[config.mk]
export PLATFORM = sky130hd
export DESIGN_NAME = multi_adder_with_flow_control
export DESIGN_NICKNAME = d
export VERILOG_FILES = /design/src/rtl/multi_adder_with_flow_control.sv
export SDC_FILE = /design/constraint.sdc
export NUM_CORES = 1
export LEC_CHECK = 0
export ABC_CLOCK_PERIOD_IN_PS = 4300
export CORE_ASPECT_RATIO = 0.8
export CORE_MARGIN = 2
export CORE_UTILIZATION = 54
export CTS_BUF_LIST = sky130_fd_sc_hd__clkbuf_8
export DETAILED_ROUTE_END_ITERATION = 12
export PLACE_DENSITY = 0.74
export SYNTH_ARGS = -nofsm -noshare
export SYNTH_HDL_FRONTEND = slang
export SYNTH_SLANG_ARGS = --single-unit
[constraint.sdc]
create_clock -name clk_i -period 4.3 [get_ports clk_i]
set_input_delay 1.075 -clock clk_i [delete_from_list [all_inputs] [get_ports clk_i]]
set_output_delay 1.075 -clock clk_i [all_outputs]
set_load 0.01 [all_outputs]
[src/rtl/multi_adder_with_flow_control.sv]
// N-operand adder with valid/ready flow control.
// Each operand channel feeds its own FIFO; the k-th beat of every channel is
// summed into the k-th result, which leaves through a 2-entry output buffer.
module multi_adder_with_flow_control #(
    parameter int unsigned Width     = 8,
    parameter int unsigned NInputs   = 3,
    parameter int unsigned FifoDepth = 4,
    localparam int unsigned SumW     = Width + $clog2(NInputs)
) (
    input  logic                       clk_i,
    input  logic                       rst_i,
    input  logic [NInputs-1:0]         in_vld_i,
    output logic [NInputs-1:0]         in_rdy_o,
    input  logic [NInputs*Width-1:0]   in_data_i,
    output logic                       sum_vld_o,
    input  logic                       sum_rdy_i,
    output logic [SumW-1:0]            sum_data_o
);

    localparam int unsigned AW = $clog2(FifoDepth);
    localparam int unsigned CW = AW + 1;

    logic [Width-1:0]   mem_q    [NInputs][FifoDepth];
    logic [AW-1:0]      wr_ptr_q [NInputs];
    logic [AW-1:0]      rd_ptr_q [NInputs];
    logic [CW-1:0]      cnt_q    [NInputs];
    logic [CW-1:0]      cnt_d    [NInputs];
    logic [NInputs-1:0] rdy_q;
    logic [NInputs-1:0] push;
    logic [NInputs-1:0] not_empty;
    logic               out_can_accept;
    logic               fire;
    logic [SumW-1:0]    head_sum;

    logic [SumW-1:0]    main_q, main_d;
    logic               main_vld_q, main_vld_d;
    logic [SumW-1:0]    skid_q, skid_d;
    logic               skid_vld_q, skid_vld_d;
    logic               pop_out;

    // Ready is a registered !full flag, masked while reset is asserted.
    assign in_rdy_o       = rst_i ? '0 : rdy_q;
    assign out_can_accept = !skid_vld_q;
    assign fire           = (&not_empty) & out_can_accept;
    assign pop_out        = main_vld_q & sum_rdy_i;
    assign sum_vld_o      = main_vld_q;
    assign sum_data_o     = main_q;

    // Per-channel push/occupancy bookkeeping and the sum of all FIFO heads.
    always_comb begin
        push     = in_vld_i & in_rdy_o;
        head_sum = '0;
        for (int i = 0; i < NInputs; i++) begin
            not_empty[i] = (cnt_q[i] != '0);
            cnt_d[i]     = cnt_q[i] + CW'(push[i]) - CW'(fire);
            head_sum     = head_sum + SumW'(mem_q[i][rd_ptr_q[i]]);
        end
    end

    // Input FIFOs: pointers, counts and the registered ready flag.
    always_ff @(posedge clk_i) begin
        if (rst_i) begin
            for (int i = 0; i < NInputs; i++) begin
                wr_ptr_q[i] <= '0;
                rd_ptr_q[i] <= '0;
                cnt_q[i]    <= '0;
            end
            rdy_q <= '1;
        end else begin
            for (int i = 0; i < NInputs; i++) begin
                if (push[i]) begin
                    mem_q[i][wr_ptr_q[i]] <= in_data_i[i*Width +: Width];
                    wr_ptr_q[i]           <= wr_ptr_q[i] + AW'(1);
                end
                if (fire) begin
                    rd_ptr_q[i] <= rd_ptr_q[i] + AW'(1);
                end
                cnt_q[i] <= cnt_d[i];
                rdy_q[i] <= (cnt_d[i] != CW'(FifoDepth));
            end
        end
    end

    // Output buffer next state: main holds the oldest result, skid the younger.
    always_comb begin
        main_d     = main_q;
        main_vld_d = main_vld_q;
        skid_d     = skid_q;
        skid_vld_d = skid_vld_q;
        if (pop_out) begin
            if (skid_vld_q) begin
                main_d     = skid_q;
                main_vld_d = 1'b1;
                skid_vld_d = 1'b0;
            end else begin
                // Keep the last value on the bus rather than clearing it.
                main_vld_d = 1'b0;
            end
        end
        if (fire) begin
            if (!main_vld_d) begin
                main_d     = head_sum;
                main_vld_d = 1'b1;
            end else begin
                skid_d     = head_sum;
                skid_vld_d = 1'b1;
            end
        end
    end

    // Output buffer registers.
    always_ff @(posedge clk_i) begin
        if (rst_i) begin
            main_q     <= '0;
            main_vld_q <= 1'b0;
            skid_q     <= '0;
            skid_vld_q <= 1'b0;
        end else begin
            main_q     <= main_d;
            main_vld_q <= main_vld_d;
            skid_q     <= skid_d;
            skid_vld_q <= skid_vld_d;
        end
    end

endmodule
* Word-level counts from Yosys, hierarchy flattened
Memory sizes are Yosys's and may differ from the RTL's. Index checks and enable logic that the tools add are counted. W data, S select, Z words.
Cells by class: $add $sub $neg 14, magnitude comparators 9, eq/ne operators 3, multiplexer cells 53, bitwise gates (word level) 18, reduce and logical (&&, ||, !) cells 9
Operator list (number):
- $mux W32 | 3
- $mux W8 | 9
- $bmux W8 S2 | 3
- $demux W8 S2 | 3
- $mux W10 | 4
- $mux W1 | 21
- $ge A3 B3 Y1 const B | 6
- $not A2 Y3 | 6
- $add A2 B1 Y2 const B | 6
- $mux W2 | 6
- $mux W3 | 4
- $add A9 B8 Y10 | 1
- $add A3 B1 Y3 | 3
- $add A8 B8 Y9 | 1
- $lt A3 B1 Y1 const B | 3
- $ne A3 B3 Y1 const B | 3
- $or A1 B1 Y1 | 9
- $reduce_bool A3 Y1 | 3
- $sub A3 B1 Y3 | 3
- $and A3 B3 Y3 | 1
- $logic_and A1 B1 Y1 | 3
- $reduce_and A3 Y1 | 1
- $and A1 B1 Y1 | 2
- $reduce_and A2 Y1 | 1
- $logic_not A1 Y1 | 1
Storage, ports and cells: register bits after elaboration 25, bits in writable memories 117, logic and storage cells 115, memories kept 4
Memories:
- mem_q | depth 3, width 32, read ports 3, clocked after memory_dff 0, write ports 3, line 23 | logic [Width-1:0] mem_q [NInputs][FifoDepth];
- cnt_q | depth 3, width 3, read ports 3, clocked after memory_dff 0, write ports 3, line 26 | logic [CW-1:0] cnt_q [NInputs];
- rd_ptr_q | depth 3, width 2, read ports 3, clocked after memory_dff 0, write ports 3, line 25 | logic [AW-1:0] rd_ptr_q [NInputs];
- wr_ptr_q | depth 3, width 2, read ports 3, clocked after memory_dff 0, write ports 3, line 24 | logic [AW-1:0] wr_ptr_q [NInputs];

* Logic depth before layout (Yosys ltp)
Gate-level depths: netlist of the first run.
depth after elaboration 8, depth in mapped cells 13

* Worst setup path after synthesis of the first run
Ideal clock, no wire load.
path kind reg-to-reg, start memory rd_ptr_q[0][0] in the netlist's numbering, end register skid_q[7], arrival time 3029 ps, path slack 1183 ps, stages on the path, launching flop included 12, buffers on the path 1, clock period less this slack 3117 ps, cells stage by stage edfxtp_1 -> buf_2 -> mux4_2 -> fa_1 -> ha_1 -> inv_1 -> fa_1 -> nand2b_1 -> a211oi_1 -> nor2_1 -> xor2_1 -> o31ai_1
RTL lines:
- start: declaration | line 25
- end signal: assignment | line 121 | skid_q <= skid_d;
- end: declaration | line 37 | logic [SumW-1:0] skid_q, skid_d;

* Worst setup path in the final report of the first run
start input rst_i, end output in_rdy_o[2]
Between the ends: word-level cells in the longest chain between the ends 1
Ends and longest elaborated chain:
- start: declaration | line 11 | input logic rst_i,
- $mux W3 | line 42 | assign in_rdy_o = rst_i ? '0 : rdy_q;
- end: declaration | line 13 | output logic [NInputs-1:0] in_rdy_o,
Every way passes these cells.

==> metrics.cfg, run 1 <==
[grt]
grt.total_usage_pct = 21.0
grt_pass1_wl_mm = 18.5
grt_max_degree = 32
antenna_found_initial = 0
grt_overflow = 0
grt_pass1_vias = 3500

[logic_synthesis]
synth_top_area_share_pct = 52.7
yosys.area.top_type = edfxtp_1
post-synth-top-count-cell = edfxtp_1
yosys-top-cells-area = edfxtp_1, dfxtp_1, mux4_2
avgSynthCellArea_sq_um = 15.3
synth_seq_cells = 142
ys.flop_type = edfxtp_1
synthTopCellsByCount = edfxtp_1, dfxtp_1, nor2_1
ys_seq_area_share_pct = 63.8
yosysWarnings = 0
syn_inst = 401
synth_edf_count = 108
ys_async_sr_fraction_pct = 0
synth_fp_nets = 468
synthDistinctLibCells = 41
syn_area_sq_um = 6150

[clock_tree]
htreeDepth = 4
cts_tree = built
holdBufCountCts = 0
cts_buffers = 17
postCtsResizedCells = 0
clock_path_buffers = 2
clock_sinks = 142
cts_root_buf = clkbuf_8
clk_pin_slew_ns = 0.08
cts_setup_buffers = 0
clkLatencyLatePin_ns = 0.44

[setup_path]
cp_data_arrival_time_ns = 2.73
r2r-start = rd_ptr_q[0][0]
critPathLaunchType = primary input
ff2ff_setup_slack_ns = 0.68
worstSetupStartpoint = rst_i
cpMostUsedCell = clkdlybuf4s50_1
crit_type = primary input to primary output
slowest_delay_ns = 0.64
cp_cell_sequence = clkdlybuf4s50_1 > nor2b_1 > clkdlybuf4s50_1
critical_path.slowest_cell = clkdlybuf4s50_1
crit_required_ns = 3.22
r2r_end = sum_data_o[9]
cp_top_family = buffers and inverters
endpoint_kind = primary output
crit_path_max_fanout = 12
path_buf_inv = 2
r2r_cells = 10

[power_and_ir_drop]
leakage_nw = 2.64
powerDensity_nw_per_um2 = 577
peakVddDrop_v = 0.000375
p_total_mw = 4.17

[route]
drc_errors = 0
drt-wirelength-per-cell_um = 19.3
wl_mm = 11.7
first_pass_iters = 4
drt_iter0_markers = 268
vias_per_cell = 5.47
antenna_left = 0
via_count = 3327

[placement]
port_buffers = 43
gp_congestion = 0.748
hpwl_mm = 8.26

[final_layout]
antenna_cells = 0
area_growth_pct = 17.4
nFillCells = 782
final_nets = 518
drive_gt1_share_pct = 14.9

[job]
cap_viol_max_count = 0

[floorplan]
dieHeight_um = 99.5
die_area_sq_um = 12300
pin_count = 44
rows = 34
core_region_area_sq_um = 11000
initial_core_util_pct = 56.0
dieWidth_um = 123

[sta]
fin_crit_sh_pct = 88.6
hold_violations = 0
skew_ns = 0.0107
worst_pin_slew_ns = 0.912
slew_viol_final = 0
timing.final.crit_period_ns = 3.81
hold_slack_ns = 0.456
finalSetupViolCount = 0
rsz0062_at_grt = no
finalSetupTns_ns = 0
relSlewSlack_pct = 38.7
max_freq_mhz = 262

[hold_path]
min_path_type = register to register
hold_end = skid_q[6]
hold_depth = 2
min-delay-start = skid_q[6]

[outcome]
outcome = complete, no violations

power by group:
part           internal, mW  switching [mW]
clock network         0.807           0.507
logic                 0.487           0.603
registers              1.66           0.102
total                  2.95            1.21
metal layers:
metal / part of all wire, % / GRT usage [%] / vias up / routed length (um)
met5: 0 / 0 / - / 0
met4: 1.3 / 7.87 / 0 / 147
met3: 5.1 / 4.64 / 12 / 596
met2: 50 / 32.9 / 80 / 5910
met1: 43 / 29.1 / 1660 / 5080
li1: - / - / 1575 / -
cells in the final DEF, fill, tap and decap left out, drive strengths merged, types with 2 or more instances in the layout:
master           n
edfxtp         108
mux2             3
a21oi           12
a21o             3
nand2b           2
clkinv           5
and2             4
inv             28
clkdlybuf4s50   43
ha              25
fa              12
buf              3
nor3             4
nand3b           4
nand2           17
or2              4
xor2             6
clkbuf          17
nand3            6
mux4            24
nor2            31
clkinvlp         2
xnor2            8
nor2b           10
and3            13
bufinv           7
mux2i            7
dfxtp           34
a211oi          11
final cells by class:
cell class	count	area, sq um	area share, %
clock inverter	15	267	3.69
multi-input combinational	217	2060	28.5
inverter	27	101	1.40
tap	144	180	2.50
timing repair buffer	46	453	6.28
clock buffer	17	234	3.24
sequential	142	3920	54.4
state kept, by name, summed over array words and instances (netlist names):
name / cells
skid_q: 10
cnt_q: 9
mem_q: 96
sum_vld_o: 1
sum_data_o: 10
skid_vld_q: 1
rdy_q: 3
rd_ptr_q: 6
wr_ptr_q: 6
stage by stage:
step                      cells  area, sq um  setup WS (ns)  util [%]
after floorplan             401         6150           1.18         -
after global placement      576         6720          0.512      61.2
after detailed placement    576         6720          0.461      61.2
after CTS                   608         7220          0.421      65.8
after global routing        608         7220          0.347      65.8
final                       608         7220          0.490      65.8
cell families (layout without fill, tap and decap cells):
family	Yosys count	in the layout	synth area share (%)
flip-flops	142	142	63.8
AND/OR/NAND/NOR	98	98	8.28
buffers and inverters	42	105	2.73
adder cells (fa/ha/maj)	37	37	8.99
AO/OA/AOI/OAI	34	34	3.72
multiplexers	34	34	10.5
XOR/XNOR	14	14	1.99
worst min-delay path: stages, from the launching register on:
cell,delay [ns]
dfxtp_1,0.31
nand2_1,0.05
a21oi_1,0.05
how the worst max path moves through the flow:
| stage | endpoint | cells after the start |
|---|---|---|
| detailed placement | in_rdy_o[2] | 3 |
| CTS | in_rdy_o[2] | 3 |
| finish | in_rdy_o[2] | 3 |
| floorplan | skid_q[7] | 11 |
| global placement | in_rdy_o[2] | 3 |
| global route | in_rdy_o[2] | 3 |
Power figures use the tool's default switching activity.
==> inputs of run 2 (changes only) <==
CORE_UTILIZATION = 55   (was 54)
DONT_BUFFER_PORTS = 1   (was not set)
HOLD_SLACK_MARGIN = 0.02   (was not set)
PLACE_DENSITY = 0.7   (was 0.74)
==> run 2 against run 1 <==
  * Sequential share of layout area rose by 4.3 points
  * Global-route usage is 0.88 points lower
  * Cell count is 7.6% lower
  * Final area decreased by 7.3%
  * Combinational power fell by 11%
==> metrics.cfg, run 2 (synthesis gave the netlist of run 1 again) <==
[clock_tree]
clkLatencyLatePin_ns = 0.44  ; about the same
cts_buffers = 17  ; unchanged
cts_setup_buffers = 0  ; unchanged
clock_sinks = 142  ; unchanged
cts_root_buf = clkbuf_8
clock_path_buffers = 2  ; unchanged
htreeDepth = 4  ; unchanged
holdBufCountCts = 0  ; unchanged
cts_tree = built
postCtsResizedCells = 0  ; unchanged
clk_pin_slew_ns = 0.08  ; about the same

[final_layout]
regArea_sq_um = 3920  ; unchanged
multiInputGateArea_sq_um = 2060  ; unchanged
largest_reg_flops = 96  ; unchanged
mostFrequentLayoutCell = edfxtp_1
stdcell_area_sq_um = 6690  ; -7.3%
final_nets = 472  ; -8.9%
nFillCells = 827  ; +5.8%
antenna_cells = 0  ; unchanged
drive_gt1_share_pct = 15.3  ; +0.44 points
final_cell_mix = edfxtp_1, dfxtp_1, nor2_1
area_growth_pct = 8.83

[grt]
grt_pass1_wl_mm = 17.5  ; -5.2%
grt_overflow = 0  ; unchanged
grt_pass1_vias = 3227  ; -7.8%
grt_max_degree = 43  ; +34%
grt.total_usage_pct = 20.1  ; -0.88 points
antenna_found_initial = 0  ; unchanged

[setup_path]
critPathLaunchType = register
endpoint_kind = register
critical_path.slowest_cell = edfxtp_1
cp_data_arrival_time_ns = 3.90  ; +1.17 ns
r2r_cells = 10  ; unchanged
crit_required_ns = 4.66  ; +1.44 ns
cpMostUsedCell = fa_1
cp_cell_sequence = mux4_2 > fa_1 > ha_1 > inv_1 > fa_1 > nand2b_1 > a211oi_1 > nor2_1 > xor2_1 > o31ai_1
path_buf_inv = 1  ; -1
crit_path_max_fanout = 10  ; -2
crit_type = register to register
cp_top_family = adder cells
slowest_delay_ns = 0.77  ; +0.13 ns
cp_num_cells = 10  ; +7

[floorplan]
rows = 34  ; unchanged
dieWidth_um = 122  ; -0.88%
core_region_area_sq_um = 10900  ; -0.78%
dieHeight_um = 98.6  ; -0.87%
pin_count = 44  ; unchanged
initial_core_util_pct = 56.5  ; +0.44 points
die_area_sq_um = 12000  ; -1.8%

[sta]
max_freq_mhz = 282  ; +7.6%
finalSetupViolCount = 0  ; unchanged
timing.final.crit_period_ns = 3.54  ; -0.269 ns
slew_viol_final = 0  ; unchanged
hold_violations = 0  ; unchanged
fin_crit_sh_pct = 82.3  ; -6.3 points
skew_ns = 0.0105  ; -0.000224 ns
worst_pin_slew_ns = 0.842  ; -0.0699 ns
relSlewSlack_pct = 43.4  ; +4.7 points
finalSetupTns_ns = 0  ; unchanged
rsz0062_at_grt = no

[power_and_ir_drop]
peakVddDrop_v = 0.000316  ; -16%
leakage_nw = 2.42  ; -8.0%
p_total_mw = 3.88  ; -6.8%
powerDensity_nw_per_um2 = 580  ; +0.46%

[placement]
dpl_cell_area_sq_um = 6260  ; -6.7%
port_buffers = 0  ; -100%
gp_congestion = 0.768  ; +2.7%
hpwl_mm = 7.73  ; -6.3%

[outcome]
outcome = complete, no violations

[route]
drc_errors = 0  ; unchanged
drt_iter0_markers = 219  ; -18%
antenna_left = 0  ; unchanged
first_pass_iters = 4  ; unchanged
wl_mm = 10.9  ; -7.1%
via_count = 3184  ; -4.3%
drt-wirelength-per-cell_um = 19.4  ; +0.51%
vias_per_cell = 5.67  ; +3.5%

[hold_path]
hold_depth = 2  ; unchanged
min_path_type = register to register

[job]
cap_viol_max_count = 0  ; unchanged

run 2: worst paths after layout:
kind,startpoint,to,slack [ns]
worst min register to register,skid_q[4],skid_q[4],0.46
worst max-delay path,rd_ptr_q[0][2],skid_q[7],0.76
worst max register to register,rd_ptr_q[0][2],skid_q[7],0.76
worst min-delay path,skid_q[4],skid_q[4],0.46
run 2: final cells by class:
cell class                      count  share of cell area [%]
Tap cell                          144                    2.69
Sequential cell                   142                    58.6
Inverter                           27                    1.51
Clock inverter                     15                    2.92
Multi-Input combinational cell    217                    30.8
Clock buffer                       17                    3.50
run 2: metal layers:
metal  track usage, %  vias to the layer above  share of wire, %
met1             27.8                     1604                45
li1                 -                     1482                 -
met5                0                        -                 0
met4             7.25                        0               1.5
met3             7.81                       13               7.1
met2             29.4                       85                47
run 2: through the flow:
step | cells | setup slack (ns) | util [%] | hold slack [ns]
6_report | 562 | 0.759 | 61.5 | 0.457
3_3_place_gp | 530 | 0.854 | 57.5 | 0.434
3_5_place_dp | 530 | 0.825 | 57.5 | 0.446
4_1_cts | 562 | 0.757 | 61.5 | 0.457
2_1_floorplan | 401 | 1.18 | - | 0.436
5_1_grt | 562 | 0.474 | 61.5 | 0.467
run 2: worst min-delay path, cell delays in order, from the launching register on:
cell     delay (ns)
dfxtp_1        0.32
nand2_1        0.05
a21oi_1        0.05
run 2: where the power goes:
group          leakage [nW]  switching (mW)  internal (mW)  total, mW
registers              1.27           0.116           1.66       1.78
clock network         0.211           0.505          0.630       1.13
logic                 0.942           0.551          0.419      0.970
==> inputs of run 3 (changes only) <==
ABC_CLOCK_PERIOD_IN_PS = 3500   (was 4300)
clock period = 3.5 ns   (was 4.3 ns; I/O delays follow)
==> run 3 against run 2 <==
  * Total power up 22%
  * Register-to-register slack worse by 0.55 ns
  * Clock power increased by 19%
  * Via count shrank 0.35%
  * Combinational power up 26%
  * Critical path depth shrank 1
  * Count of clock-buffer cells in the layout did not move
==> metrics.cfg, run 3 (synthesis gave the netlist of run 1 again) <==
[floorplan]
rows = 34  ; unchanged
dieWidth_um = 122  ; unchanged
dieHeight_um = 98.6  ; unchanged
die_area_sq_um = 12000  ; unchanged
pin_count = 44  ; unchanged
initial_core_util_pct = 56.5  ; unchanged
core_region_area_sq_um = 10900  ; unchanged

[grt]
grt.total_usage_pct = 19.8  ; -0.28 points
grt_overflow = 0  ; unchanged
grt_pass1_wl_mm = 17.4  ; -0.31%
grt_pass1_vias = 3243  ; +0.50%
antenna_found_initial = 0  ; unchanged
grt_max_degree = 43  ; unchanged

[route]
drt_iter0_markers = 185  ; -16%
wl_met3_um = 690  ; -11%
routed.top_layer = met4
wl_met1_mm = 4.84  ; -0.19%
wl_met2_mm = 5.19  ; +1.5%
drc_errors = 0  ; unchanged
antenna_left = 0  ; unchanged
via_count = 3173  ; -0.35%
first_pass_iters = 5  ; +1
wl_mm = 10.8  ; -0.62%
drt-wirelength-per-cell_um = 19.0  ; -2.2%
vias_per_cell = 5.56  ; -1.9%

[placement]
dpl_cell_area_sq_um = 6320  ; +0.84%
port_buffers = 0  ; unchanged
hpwl_mm = 7.73  ; about the same
gp_congestion = 0.782  ; +1.8%

[final_layout]
largest_reg_flops = 96  ; unchanged
drive_gt1_share_pct = 16.9  ; +1.6 points
antenna_cells = 0  ; unchanged
stdcell_area_sq_um = 6740  ; +0.77%
final_nets = 481  ; +1.9%
nFillCells = 846  ; +2.3%
final_cell_mix = edfxtp_1, dfxtp_1, nor2_1
mostFrequentLayoutCell = edfxtp_1
area_growth_pct = 9.66
regArea_sq_um = 3920  ; unchanged
multiInputGateArea_sq_um = 2060  ; unchanged

[setup_path]
r2r-start = rd_ptr_q[0][0]
r2r_end = skid_q[8]
cp_data_arrival_time_ns = 3.66  ; -0.24 ns
endpoint_kind = register
worstSetupStartpoint = rd_ptr_q[0][0]
crit_required_ns = 3.88  ; -0.78 ns
ff2ff_setup_slack_ns = 0.21  ; -0.55 ns
crit_type = register to register
critPathLaunchType = register
crit_path_max_fanout = 6  ; -4
r2r_cells = 9  ; -1

[sta]
rsz0062_at_grt = no
hold_violations = 0  ; unchanged
finalSetupTns_ns = 0  ; unchanged
timing.final.crit_period_ns = 3.29  ; -0.251 ns
relSlewSlack_pct = 38.7  ; -4.8 points
fin_crit_sh_pct = 94.0  ; +12 points
skew_ns = 0.0129  ; +0.00241 ns
slew_viol_final = 0  ; unchanged
max_freq_mhz = 304  ; +7.6%
worst_pin_slew_ns = 0.913  ; +0.0709 ns
finalSetupViolCount = 0  ; unchanged

[clock_tree]
clock_sinks = 142  ; unchanged
cts_setup_buffers = 0  ; unchanged
clkLatencyLatePin_ns = 0.44  ; about the same
cts_tree = built
cts_root_buf = clkbuf_8
htreeDepth = 4  ; unchanged
holdBufCountCts = 0  ; unchanged
cts_buffers = 17  ; unchanged
clk_pin_slew_ns = 0.07  ; about the same
clock_path_buffers = 2  ; unchanged
postCtsResizedCells = 0  ; unchanged

[power_and_ir_drop]
peakVddDrop_v = 0.000465  ; +47%
powerDensity_nw_per_um2 = 702  ; +21%
leakage_nw = 2.47  ; +1.9%

[hold_path]
hold_end = skid_q[6]
min_path_type = register to register
hold_depth = 2  ; unchanged
min-delay-start = skid_q[6]

[outcome]
outcome = complete, no violations

[job]
cap_viol_max_count = 0  ; unchanged

[run 3: critical path, stage by stage, from the launching register on]
cell and delay (ns):
edfxtp_1 0.50, buf_4 0.20, mux4_2 0.56, fa_1 0.50, ha_1 0.40, nand3_1 0.11, o211ai_1 0.26, a31oi_1 0.19
or4_1 0.42, nand3_1 0.09
[run 3: final cells by class]
type / instances / share of cell area, %
Tap cell: 144 / 2.67
Inverter: 27 / 1.50
Sequential cell: 142 / 58.2
Clock buffer: 17 / 3.47
Multi-Input combinational cell: 217 / 30.5
Timing Repair Buffer: 9 / 1.00
Clock inverter: 15 / 2.65
[run 3: per-layer routing]
metal	up-vias	GRT usage, %
li1	1504	-
met4	0	6.37
met5	-	0
met2	51	29.6
met3	11	7.87
met1	1607	27.0
[run 3: where the power goes]
part           internal (mW)  switching [mW]  total [mW]
Combinational          0.535           0.687        1.22
Clock                  0.761           0.591        1.35
Sequential              2.04           0.125        2.16
[run 3: worst max path at each step]
stage | slack (ns) | endpoint | depth (start not counted)
after floorplan | 0.38 | skid_q[7] | 11
after global placement | 0.23 | sum_data_o[9] | 10
after detailed placement | 0.11 | sum_data_o[9] | 10
after CTS | 0.07 | skid_q[8] | 9
after global routing | 0.04 | skid_q[8] | 9
final | 0.21 | skid_q[8] | 9
[run 3: metrics by stage]
stage,setup WS (ns),std cells,total power [mW],util (%),hold WS [ns]
CTS,0.0749,569,4.77,61.8,0.451
global route,0.0413,571,5.01,61.9,0.470
floorplan,0.383,401,3.12,-,0.436
global placement,0.226,537,3.38,58.0,0.435
detailed placement,0.108,537,3.42,58.0,0.440
finish,0.211,571,4.74,61.9,0.449
